### src/rtl/mole_game_ctrl.sv
// Whack-a-mole round controller: mole relocation, guess window, wrong-guess
// lockout, score keeping and the seconds countdown to game over.
module mole_game_ctrl #(
   parameter int unsigned MOLE_TICKS    = 8,
   parameter int unsigned LOCK_TICKS    = 4,
   parameter int unsigned TICKS_PER_SEC = 4,
   parameter int unsigned GAME_SECONDS  = 30
) (
   input  logic       clk,
   input  logic       rst,
   input  logic       tick,
   input  logic       restart_game,
   input  logic       eval_now,
   input  logic [2:0] user_guess,
   input  logic [2:0] rand_pos,
   output logic [2:0] mole_pos,
   output logic       mole_change,
   output logic       guess_now,
   output logic       guess_correct,
   output logic       guess_wrong,
   output logic [7:0] score,
   output logic [4:0] seconds,
   output logic       game_over
);

   localparam int unsigned MW = $clog2(MOLE_TICKS + 1);
   localparam int unsigned LW = $clog2(LOCK_TICKS + 1);
   localparam int unsigned SW = $clog2(TICKS_PER_SEC + 1);

   localparam logic [MW-1:0] MOLE_LAST = MW'(MOLE_TICKS - 1);
   localparam logic [LW-1:0] LOCK_LAST = LW'(LOCK_TICKS - 1);
   localparam logic [SW-1:0] SEC_LAST  = SW'(TICKS_PER_SEC - 1);
   localparam logic [4:0]    GAME_LEN  = 5'(GAME_SECONDS);

   typedef enum logic [1:0] {
      IDLE = 2'd0,
      PLAY = 2'd1,
      LOCK = 2'd2,
      OVER = 2'd3
   } state_t;

   state_t        state_q, state_d;
   logic [2:0]    mole_pos_q, mole_pos_d;
   logic [7:0]    score_q, score_d;
   logic [4:0]    seconds_q, seconds_d;
   logic [MW-1:0] mole_cnt_q, mole_cnt_d;
   logic [LW-1:0] lock_cnt_q, lock_cnt_d;
   logic [SW-1:0] sec_cnt_q, sec_cnt_d;
   logic          mole_change_q, mole_change_d;
   logic          guess_correct_q, guess_correct_d;
   logic          guess_wrong_q, guess_wrong_d;

   logic          move;
   logic          expire;
   logic [2:0]    reloc_pos;

   always_ff @(posedge clk or posedge rst) begin
      if (rst) begin
         state_q         <= IDLE;
         mole_pos_q      <= '0;
         score_q         <= '0;
         seconds_q       <= '0;
         mole_cnt_q      <= '0;
         lock_cnt_q      <= '0;
         sec_cnt_q       <= '0;
         mole_change_q   <= 1'b0;
         guess_correct_q <= 1'b0;
         guess_wrong_q   <= 1'b0;
      end else begin
         state_q         <= state_d;
         mole_pos_q      <= mole_pos_d;
         score_q         <= score_d;
         seconds_q       <= seconds_d;
         mole_cnt_q      <= mole_cnt_d;
         lock_cnt_q      <= lock_cnt_d;
         sec_cnt_q       <= sec_cnt_d;
         mole_change_q   <= mole_change_d;
         guess_correct_q <= guess_correct_d;
         guess_wrong_q   <= guess_wrong_d;
      end
   end

   always_comb begin
      state_d         = state_q;
      mole_pos_d      = mole_pos_q;
      score_d         = score_q;
      seconds_d       = seconds_q;
      mole_cnt_d      = mole_cnt_q;
      lock_cnt_d      = lock_cnt_q;
      sec_cnt_d       = sec_cnt_q;
      mole_change_d   = 1'b0;
      guess_correct_d = 1'b0;
      guess_wrong_d   = 1'b0;
      move            = 1'b0;
      expire          = 1'b0;
      // The mole must always land somewhere new, so a collision bumps it by one.
      reloc_pos       = (rand_pos == mole_pos_q) ? mole_pos_q + 3'd1 : rand_pos;

      if (restart_game) begin
         state_d       = PLAY;
         score_d       = '0;
         seconds_d     = GAME_LEN;
         mole_pos_d    = rand_pos;
         mole_change_d = 1'b1;
         mole_cnt_d    = '0;
         lock_cnt_d    = '0;
         sec_cnt_d     = '0;
      end else if (state_q == PLAY || state_q == LOCK) begin
         if (tick) begin
            if (mole_cnt_q == MOLE_LAST) begin
               move       = 1'b1;
               mole_cnt_d = '0;
            end else begin
               mole_cnt_d = mole_cnt_q + MW'(1);
            end

            if (sec_cnt_q == SEC_LAST) begin
               sec_cnt_d = '0;
               if (seconds_q != 5'd0) begin
                  seconds_d = seconds_q - 5'd1;
                  expire    = (seconds_q == 5'd1);
               end
            end else begin
               sec_cnt_d = sec_cnt_q + SW'(1);
            end

            if (state_q == LOCK) begin
               if (lock_cnt_q == LOCK_LAST) begin
                  lock_cnt_d = '0;
                  state_d    = PLAY;
               end else begin
                  lock_cnt_d = lock_cnt_q + LW'(1);
               end
            end
         end

         // A correct guess overrides the tick-driven timer so only one move occurs.
         if (state_q == PLAY && eval_now) begin
            if (user_guess == mole_pos_q) begin
               guess_correct_d = 1'b1;
               score_d         = (score_q == 8'hFF) ? score_q : score_q + 8'd1;
               move            = 1'b1;
               mole_cnt_d      = '0;
            end else begin
               guess_wrong_d = 1'b1;
               state_d       = LOCK;
               lock_cnt_d    = '0;
            end
         end

         if (move) begin
            mole_pos_d    = reloc_pos;
            mole_change_d = 1'b1;
         end

         if (expire) begin
            state_d = OVER;
         end
      end
   end

   assign mole_pos      = mole_pos_q;
   assign mole_change   = mole_change_q;
   assign guess_correct = guess_correct_q;
   assign guess_wrong   = guess_wrong_q;
   assign score         = score_q;
   assign seconds       = seconds_q;
   assign guess_now     = (state_q == PLAY);
   assign game_over     = (state_q == OVER);

endmodule

### config.mk
export PLATFORM = sky130hd
export DESIGN_NAME = mole_game_ctrl
export DESIGN_NICKNAME = d
export VERILOG_FILES = /design/src/rtl/mole_game_ctrl.sv
export SDC_FILE = /design/constraint.sdc
export NUM_CORES = 1
export LEC_CHECK = 0
export ABC_AREA = 1
export CORE_MARGIN = 3
export CORE_UTILIZATION = 40
export CTS_BUF_LIST = sky130_fd_sc_hd__clkbuf_4 sky130_fd_sc_hd__clkbuf_8
export CTS_CLUSTER_SIZE = 30
export DETAILED_ROUTE_END_ITERATION = 10
export SLEW_MARGIN = 20
export SYNTH_ARGS = -nofsm -noshare
export SYNTH_HDL_FRONTEND = slang
export SYNTH_SLANG_ARGS = --single-unit
### constraint.sdc
create_clock -name clk -period 2.4 [get_ports clk]
set_input_delay 0.72 -clock clk [delete_from_list [all_inputs] [get_ports clk]]
set_output_delay 0.72 -clock clk [all_outputs]
set_load 0.1 [all_outputs]
==> results.sh, run 1 <==
export IMPL_ant_nets=0
export IMPL_seq_area_frac_synth_pct=40.6
export IMPL_area_growth_pct=23.8
export IMPL_critPathCaptureType="primary output"
export IMPL_place_congestion=0.789
export IMPL_antenna_cells=0
export IMPL_yosys_register_bits=31
export IMPL_fin_crit_sh_pct=79.6
export IMPL_gr_usage_met1_pct=21.1
export IMPL_place_ws_ns=0.146
export IMPL_n_fill_cell=442
export IMPL_grt_use_met2_pct=27.3
export IMPL_grt_pass1_vias=1641
export IMPL_crit_required_ns=1.68
export IMPL_yosys_area_top_type_share_pct=40.6
export IMPL_status="complete, no violations"
export IMPL_cts_clk_slew_worst_paths_ns=0.07
export IMPL_grt_max_degree=32
export IMPL_overflow=0
export IMPL_cp_top_family="flip-flops"
export IMPL_max_slew_margin_rel_pct=73.4
export IMPL_clk_path_buf_depth=2
export IMPL_cp_depth=3
export IMPL_cap_viol_max_count=0
export IMPL_syn_mean_instance_area_um2=7.62
export IMPL_nets=311
export IMPL_vias=1695
export IMPL_rr_worst_depth=6
export IMPL_slowest_stage="dfrtp_1"
export IMPL_cp_startpoint="state_q[1]"
export IMPL_dr_pass1_iters=4
export IMPL_post_drt_wl_per_cell_um=12.0
export IMPL_grt_antenna_before_repair=0
export IMPL_cts_tree="done"
export IMPL_htree_levels=2
export IMPL_start_util_pct=42.7
export IMPL_cp_cell_sequence="inv_1 > ha_1 > buf_12"
export IMPL_synth_area_leaders="dfrtp_1, nand2_1, inv_1"
export IMPL_holdBufCountCts=0
export IMPL_layout_common_cells="nand2_1, inv_1, dfrtp_1"
export IMPL_min_period_ns=1.91
export IMPL_grtUsageMet3_pct=4.81
export IMPL_rsz0062_at_grt="no"
export IMPL_cp_num_buf_inv=2
export IMPL_p_leak_nw=1.23
export IMPL_coreArea_um2=4470
export IMPL_setup_tns_ns=0
export IMPL_slew_violations=0
export IMPL_final_layout_size_suffix_gt1_share_pct=17.5
export IMPL_syn_num_nets=272
export IMPL_cts_post_setup_buffers_inserted=0
export IMPL_clock_root_buffer="clkbuf_8"
export IMPL_r2r_start="state_q[0]"
export IMPL_crit_path_start_kind="flop"
export IMPL_avgViaCountPerCell=4.94
export IMPL_hold_viol_final=0
export IMPL_r2r_setup_slack_ns=0.50
export IMPL_worstSetupEndpoint="guess_now"
export IMPL_die_w_um=75.1
export IMPL_cts_sinks=31
export IMPL_cpPeakStageDelay_ns=0.42
export IMPL_track_usage_pct=16.8
export IMPL_ios=32
export IMPL_wirelength_mm=4.12
export IMPL_post_cts_resized=0
export IMPL_rows=24
export IMPL_grt_pass1_wl_mm=7.16
export IMPL_dp_hpwl_mm=3.06
export IMPL_worst_pin_slew_ns=0.399
export IMPL_syn_cell_area_um2=1910
export IMPL_cp_arrival_ns=1.19
export IMPL_critPathMaxFanout=4
export IMPL_clock_latency_ns=0.29
export IMPL_synth_top_area_cell="dfrtp_1"
export IMPL_r2r_end="seconds[3]"
export IMPL_final_common_cell="nand2_1"
export IMPL_die_area_um2=5650
export IMPL_ys_types=29
export IMPL_postLayoutSetupSlackWorst_ns=0.489
export IMPL_drtIter0Drc=32
export IMPL_busiest_layer="met2"
export IMPL_cts_buffers=5
export IMPL_die_h_um=75.1
export IMPL_post_route_util_pct=52.9
export IMPL_critPathKind="reg -> out"
export IMPL_setup_viol_count_final=0
export IMPL_portBuffers=31
export IMPL_hold_path_class="reg -> reg"
export IMPL_synth_cells=251
export IMPL_ys_warn_count=0
export IMPL_clock_skew_ns=0.0128
export IMPL_vdd_drop_max_mv=0.430
export IMPL_fmax_ghz=0.523
export IMPL_power_density_nw_per_um2=1110
export IMPL_drc_errors=0
==> synth_stat cells (all sizes together) <==
cell type	instances
buf	3
nand3b	2
xnor2	2
dfrtp	31
o22ai	1
nand3	21
nor3	3
nor2	23
clkinv	1
inv	35
o21bai	1
xor2	2
mux2i	1
nand4	5
or2	4
ha	10
o211ai	3
nand2	73
o21ai	19
a21oi	11
==> final cells by class <==
class | count | area [um2] | area share [%]
Inverter | 36 | 136 | 5.76
Clock inverter | 1 | 7.51 | 0.317
Sequential cell | 31 | 776 | 32.8
Clock buffer | 7 | 96.3 | 4.07
Timing Repair Buffer | 35 | 313 | 13.2
Tap cell | 52 | 65.1 | 2.75
Multi-Input combinational cell | 181 | 972 | 41.1
==> worst min-delay path by stage <==
stage	start	endpoint	slack (ns)	depth (start not counted)
after floorplan	mole_cnt_q[3]	mole_cnt_q[3]	0.49	2
final	seconds[4]	seconds[4]	0.51	2
after global placement	seconds[4]	seconds[4]	0.49	2
after detailed placement	seconds[4]	seconds[4]	0.50	2
after global routing	seconds[4]	seconds[4]	0.57	2
after CTS	seconds[4]	seconds[4]	0.52	2
==> worst min-delay path, stage by stage (launching register included) <==
cell	delay (ns)
dfrtp_1	0.37
nand2_1	0.06
nand2_1	0.05
==> state kept, by name, summed over array words and instances (netlist names) <==
register       flops
score              8
seconds            5
mole_cnt_q         4
lock_cnt_q         3
mole_pos           3
sec_cnt_q          3
state_q            2
guess_correct      1
guess_wrong        1
mole_change        1
==> through the flow <==
step | power, W | cells | hold slack (ns) | cell area (um2)
floorplan | 0.00184 | 251 | 0.490 | 1910
global placement | 0.00217 | 335 | 0.494 | 2260
detailed placement | 0.00218 | 335 | 0.503 | 2260
CTS | 0.00265 | 343 | 0.521 | 2370
global route | 0.00281 | 343 | 0.568 | 2370
finish | 0.00262 | 343 | 0.512 | 2370
==> power breakdown <==
group	internal (W)	total, W	leakage, nW	switching [W]
Clock	0.000261	0.000457	0.0505	0.000197
Sequential	0.000625	0.000738	0.394	0.000112
Combinational	0.000392	0.00142	0.783	0.00103
==> cell families after synthesis <==
| family | after synthesis | share of synthesized area [%] |
|---|---|---|
| simple gates | 131 | 31.0 |
| buf+inv | 39 | 8.57 |
| compound gates | 35 | 10.9 |
| flops | 31 | 40.6 |
| fa+ha+maj | 10 | 6.54 |
| xor+xnor | 4 | 1.83 |
| mux | 1 | 0.524 |
==> layer usage <==
layer / vias up / part of all wire, % / wire [um]
met5: - / 0 / 0
met4: 0 / 2.0 / 84
met3: 7 / 4.2 / 171
met2: 22 / 47 / 1950
met1: 785 / 47 / 1920
li1: 881 / - / -
(Power assumes the default switching activity.)
==> run 2, diff against run 1 <==
==> constraint.sdc (replaced) <==
create_clock -name clk -period 1.9 [get_ports clk]
set_input_delay 0.57 -clock clk [delete_from_list [all_inputs] [get_ports clk]]
set_output_delay 0.57 -clock clk [all_outputs]
set_load 0.1 [all_outputs]
==> results.sh, run 2 (same netlist as run 1, synthesis figures left out) <==
export IMPL_multi_input_area_um2=990
export IMPL_post_drt_wl_per_cell_um=12.1
export IMPL_avgViaCountPerCell=4.89
export IMPL_portBuffers=31
export IMPL_antenna_cells=0
export IMPL_instances_no_fill=355
export IMPL_cts_tree="done"
export IMPL_critPathMaxFanout=3
export IMPL_r2r_start="state_q[1]"
export IMPL_power_density_nw_per_um2=1400
export IMPL_sw_frac_of_total_pct=46.4
export IMPL_gr_usage_met1_pct=22.9
export IMPL_cp_arrival_ns=1.21
export IMPL_power_switching_w=0.00179
export IMPL_clk_path_buf_depth=2
export IMPL_track_usage_pct=17.0
export IMPL_setup_viol_count_final=0
export IMPL_final_common_cell="nand2_1"
export IMPL_clock_root_buffer="clkbuf_8"
export IMPL_busiest_layer="met2"
export IMPL_critPathCaptureType="primary output"
export IMPL_ant_nets=0
export IMPL_n_fill_cell=382
export IMPL_fmax_ghz=0.561
export IMPL_cap_viol_max_count=0
export IMPL_max_slew_margin_rel_pct=72.4
export IMPL_r2r_setup_slack_ns=0.27
export IMPL_r2r_end="score[0]"
export IMPL_place_inst=347
export IMPL_clock_skew_ns=0.0119
export IMPL_p_leak_nw=1.36
export IMPL_min_period_ns=1.78
export IMPL_worst_pin_slew_ns=0.414
export IMPL_place_congestion=0.759
export IMPL_area_growth_pct=43.8
export IMPL_grt_max_degree=32
export IMPL_clock_latency_ns=0.28
export IMPL_cpPeakStageDelay_ns=0.38
export IMPL_die_h_um=75.1
export IMPL_coreArea_um2=4470
export IMPL_rows=24
export IMPL_grt_pass1_wl_mm=7.28
export IMPL_ios=32
export IMPL_fin_crit_sh_pct=93.8
export IMPL_start_util_pct=42.7
export IMPL_vdd_drop_max_mv=0.842
export IMPL_grt_pass1_vias=1638
export IMPL_cts_clk_slew_worst_paths_ns=0.07
export IMPL_cts_buffers=5
export IMPL_vias=1735
export IMPL_slew_violations=0
export IMPL_dr_pass1_iters=4
export IMPL_seqCellArea_um2=787
export IMPL_final_layout_size_suffix_gt1_share_pct=24.4
export IMPL_rr_worst_depth=6
export IMPL_grt_use_met2_pct=26.8
export IMPL_largest_register_ff_count=8
export IMPL_die_w_um=75.1
export IMPL_dp_hpwl_mm=3.21
export IMPL_min_to="lock_cnt_q[2]"
export IMPL_slowest_stage="dfrtp_1"
export IMPL_nets=323
export IMPL_clkPwrFrac_pct=17.5
export IMPL_seqPwrFrac_pct=25.4
export IMPL_cp_cell_sequence="buf_4 > ha_1 > buf_12"
export IMPL_die_area_um2=5650
export IMPL_critPathKind="reg -> out"
export IMPL_combPwrFrac_pct=57.1
export IMPL_hold_path_cell_count=2
export IMPL_wirelength_mm=4.31
export IMPL_grt_antenna_before_repair=0
export IMPL_worstHoldStart="lock_cnt_q[2]"
export IMPL_p_total_w=0.00385
export IMPL_htree_levels=2
export IMPL_status="complete, no violations"
export IMPL_grtUsageMet3_pct=4.14
export IMPL_hold_path_class="reg -> reg"
export IMPL_crit_required_ns=1.33
export IMPL_internal_power_w=0.00206
export IMPL_overflow=0
export IMPL_drc_errors=0
export IMPL_layout_common_cells="nand2_1, inv_1, nor2_1"
export IMPL_drtIter0Drc=96
export IMPL_cts_sinks=31
export IMPL_hold_viol_final=0
export IMPL_rsz0062_at_grt="no"
export IMPL_crit_path_start_kind="flop"
==> run 2: how the worst max path moves through the flow <==
stage / from / endpoint / slack [ns] / depth (start not counted)
detailed placement: user_guess[2] / mole_pos[0] / -0.12 / 9
floorplan: score[5] / score[7] / 0.007 / 7
global route: user_guess[2] / mole_pos[1] / 0.05 / 9
finish: state_q[0] / game_over / 0.12 / 3
CTS: state_q[0] / game_over / 0.10 / 3
global placement: user_guess[2] / mole_pos[1] / -0.11 / 9
==> run 2: layout make-up <==
class                   instances  area share, %
well taps                      52           2.37
inverters                      36           4.96
clock inverters                 2           1.27
repair buffers                 47           23.8
multi-input cells             181           36.0
flip-flops and latches         31           28.6
clock buffers                   6           3.00
==> run 2: through the flow <==
step	cell area [um2]	util, %	worst slack (ns)	TNS [ns]	hold WS [ns]
finish	2750	61.4	0.119	0	0.543
global route	2750	61.4	0.0478	0	0.583
CTS	2740	61.3	0.103	0	0.539
detailed placement	2630	58.7	-0.125	-0.801	0.524
global placement	2630	58.7	-0.112	-0.690	0.511
floorplan	1940	-	0.00732	0	0.490
==> run 2: per-layer routing <==
metal / vias to the layer above / share of wire (%)
li1: 907 / -
met1: 798 / 49
met2: 25 / 46
met3: 5 / 3.0
met4: 0 / 1.4
met5: - / 0
==> run 2: worst max-delay path: cells and delay by family, from the launching register on <==
kind	cells	cell delay (ns)
adder cells (fa/ha/maj)	1	0.22
flip-flops	1	0.38
buffers and inverters	2	0.33
==> run 2: power by group through the flow <==
stage | registers, W | clock network (W) | logic, W
global placement | 0.000983 | 0 | 0.00220
floorplan | 0.00145 | 0 | 0.000926
detailed placement | 0.000988 | 0 | 0.00221
global route | 0.000999 | 0.000732 | 0.00235
CTS | 0.000976 | 0.000700 | 0.00221
finish | 0.000978 | 0.000675 | 0.00220
==> run 2: repair_timing <==
action / CTS / global route
hold buffers: 0 / 0
buffers inserted: 0 / 0
endpoints found under the setup margin: 0 / 1
gates resized for setup: 0 / 1
endpoints found under the hold margin: 0 / 0
==> run 3, diff against run 2 <==
--- a/config.mk
+++ b/config.mk
@@ -11,7 +11,6 @@
 export CTS_BUF_LIST = sky130_fd_sc_hd__clkbuf_4 sky130_fd_sc_hd__clkbuf_8
 export CTS_CLUSTER_SIZE = 30
 export DETAILED_ROUTE_END_ITERATION = 10
-export SLEW_MARGIN = 20
 export SYNTH_ARGS = -nofsm -noshare
 export SYNTH_HDL_FRONTEND = slang
 export SYNTH_SLANG_ARGS = --single-unit
==> constraint.sdc (replaced) <==
create_clock -name clk -period 1.8 [get_ports clk]
set_input_delay 0.54 -clock clk [delete_from_list [all_inputs] [get_ports clk]]
set_output_delay 0.54 -clock clk [all_outputs]
set_load 0.1 [all_outputs]
==> results.sh, run 3 (same netlist as run 1, synthesis figures left out) <==
export IMPL_status="complete, no violations"
export IMPL_grt_pass1_vias=1672
export IMPL_min_period_ns=1.74
export IMPL_die_area_um2=5650
export IMPL_cts_tree="done"
export IMPL_critPathMaxFanout=3
export IMPL_wirelength_mm=4.42
export IMPL_hold_viol_final=0
export IMPL_largest_register_ff_count=8
export IMPL_area_growth_pct=46.0
export IMPL_fmax_ghz=0.575
export IMPL_grt_antenna_before_repair=0
export IMPL_postLayoutSetupSlackWorst_ns=0.0608
export IMPL_ios=32
export IMPL_overflow=0
export IMPL_cp_arrival_ns=1.20
export IMPL_nets=327
export IMPL_track_usage_pct=17.4
export IMPL_clk_path_buf_depth=2
export IMPL_coreArea_um2=4470
export IMPL_hold_path_cell_count=2
export IMPL_rsz0062_at_grt="no"
export IMPL_final_layout_size_suffix_gt1_share_pct=28.0
export IMPL_cts_buffers=5
export IMPL_layout_common_cells="nand2_1, inv_1, nor2_1, buf_12"
export IMPL_place_ws_ns=-0.188
export IMPL_worst_pin_slew_ns=0.265
export IMPL_vdd_drop_max_mv=0.756
export IMPL_ant_nets=0
export IMPL_setup_tns_ns=0
export IMPL_place_congestion=0.771
export IMPL_portBuffers=31
export IMPL_place_inst=351
export IMPL_die_h_um=75.1
export IMPL_post_cts_resized=0
export IMPL_critPathCaptureType="primary output"
export IMPL_cts_clk_slew_worst_paths_ns=0.07
export IMPL_cts_sinks=31
export IMPL_antenna_cells=0
export IMPL_avgViaCountPerCell=4.91
export IMPL_slew_violations=0
export IMPL_p_leak_nw=1.37
export IMPL_cts_post_setup_buffers_inserted=0
export IMPL_cap_viol_max_count=0
export IMPL_post_drt_wl_per_cell_um=12.3
export IMPL_clock_skew_ns=0.00929
export IMPL_gr_usage_met1_pct=24.2
export IMPL_clock_root_buffer="clkbuf_8"
export IMPL_grt_use_met2_pct=26.3
export IMPL_grtUsageMet3_pct=4.01
export IMPL_max_slew_margin_rel_pct=82.3
export IMPL_fin_crit_sh_pct=96.6
export IMPL_critPathKind="reg -> out"
export IMPL_busiest_layer="met2"
export IMPL_vias=1763
export IMPL_crit_path_start_kind="flop"
export IMPL_rr_worst_depth=6
export IMPL_dp_hpwl_mm=3.20
export IMPL_drtIter0Drc=91
export IMPL_holdBufCountCts=0
export IMPL_clock_latency_ns=0.29
export IMPL_start_util_pct=42.7
export IMPL_htree_levels=2
export IMPL_drc_errors=0
export IMPL_dr_pass1_iters=4
export IMPL_grt_pass1_wl_mm=7.43
export IMPL_crit_required_ns=1.26
export IMPL_rows=24
export IMPL_power_density_nw_per_um2=1450
export IMPL_instances_no_fill=359
export IMPL_grt_max_degree=32
export IMPL_setup_viol_count_final=0
export IMPL_hold_path_class="reg -> reg"
export IMPL_final_common_cell="nand2_1"
export IMPL_n_fill_cell=391
export IMPL_die_w_um=75.1
run 3: where the power goes:
| part | internal [W] | switching [W] |
|---|---|---|
| Sequential | 0.000847 | 0.000186 |
| Clock | 0.000324 | 0.000279 |
| Combinational | 0.000932 | 0.00147 |
run 3: worst paths after layout:
kind | start | endpoint | slack [ns]
worst max-delay path | state_q[0] | game_over | 0.06
worst min-delay path | lock_cnt_q[2] | lock_cnt_q[2] | 0.52
worst max register to register | state_q[0] | seconds[2] | 0.19
worst min register to register | lock_cnt_q[2] | lock_cnt_q[2] | 0.52
max in group asynchronous | rst | mole_pos[0] | 1.03
min in group asynchronous | rst | seconds[3] | 0.58
run 3: layer usage:
metal  routed length (um)  share of wire (%)
met1                 2270                 51
met2                 1930                 44
met4                   80                1.8
met3                  140                3.2
met5                    0                  0
run 3: area by class of cell:
type                    instances  area, um2  area share, %
repair buffers                 51        696           24.9
multi-input cells             181       1000           36.0
flip-flops and latches         31        795           28.5
clock buffers                   7       90.1           3.23
well taps                      52       65.1           2.33
inverters                      36        136           4.89
clock inverters                 1       5.00          0.179
run 3: worst max-delay path: stages, from the launching register on:
cell	delay [ns]
dfrtp_1	0.38
buf_4	0.16
ha_2	0.20
buf_12	0.17
run 3: stage by stage:
stage / utilization [%] / hold WS [ns] / total power [W] / area [um2]
2_1_floorplan: - / 0.490 / 0.00251 / 1940
3_3_place_gp: 59.8 / 0.511 / 0.00340 / 2680
3_5_place_dp: 59.8 / 0.511 / 0.00343 / 2680
4_1_cts: 61.9 / 0.522 / 0.00404 / 2770
5_1_grt: 62.4 / 0.570 / 0.00427 / 2790
6_report: 62.4 / 0.524 / 0.00404 / 2790
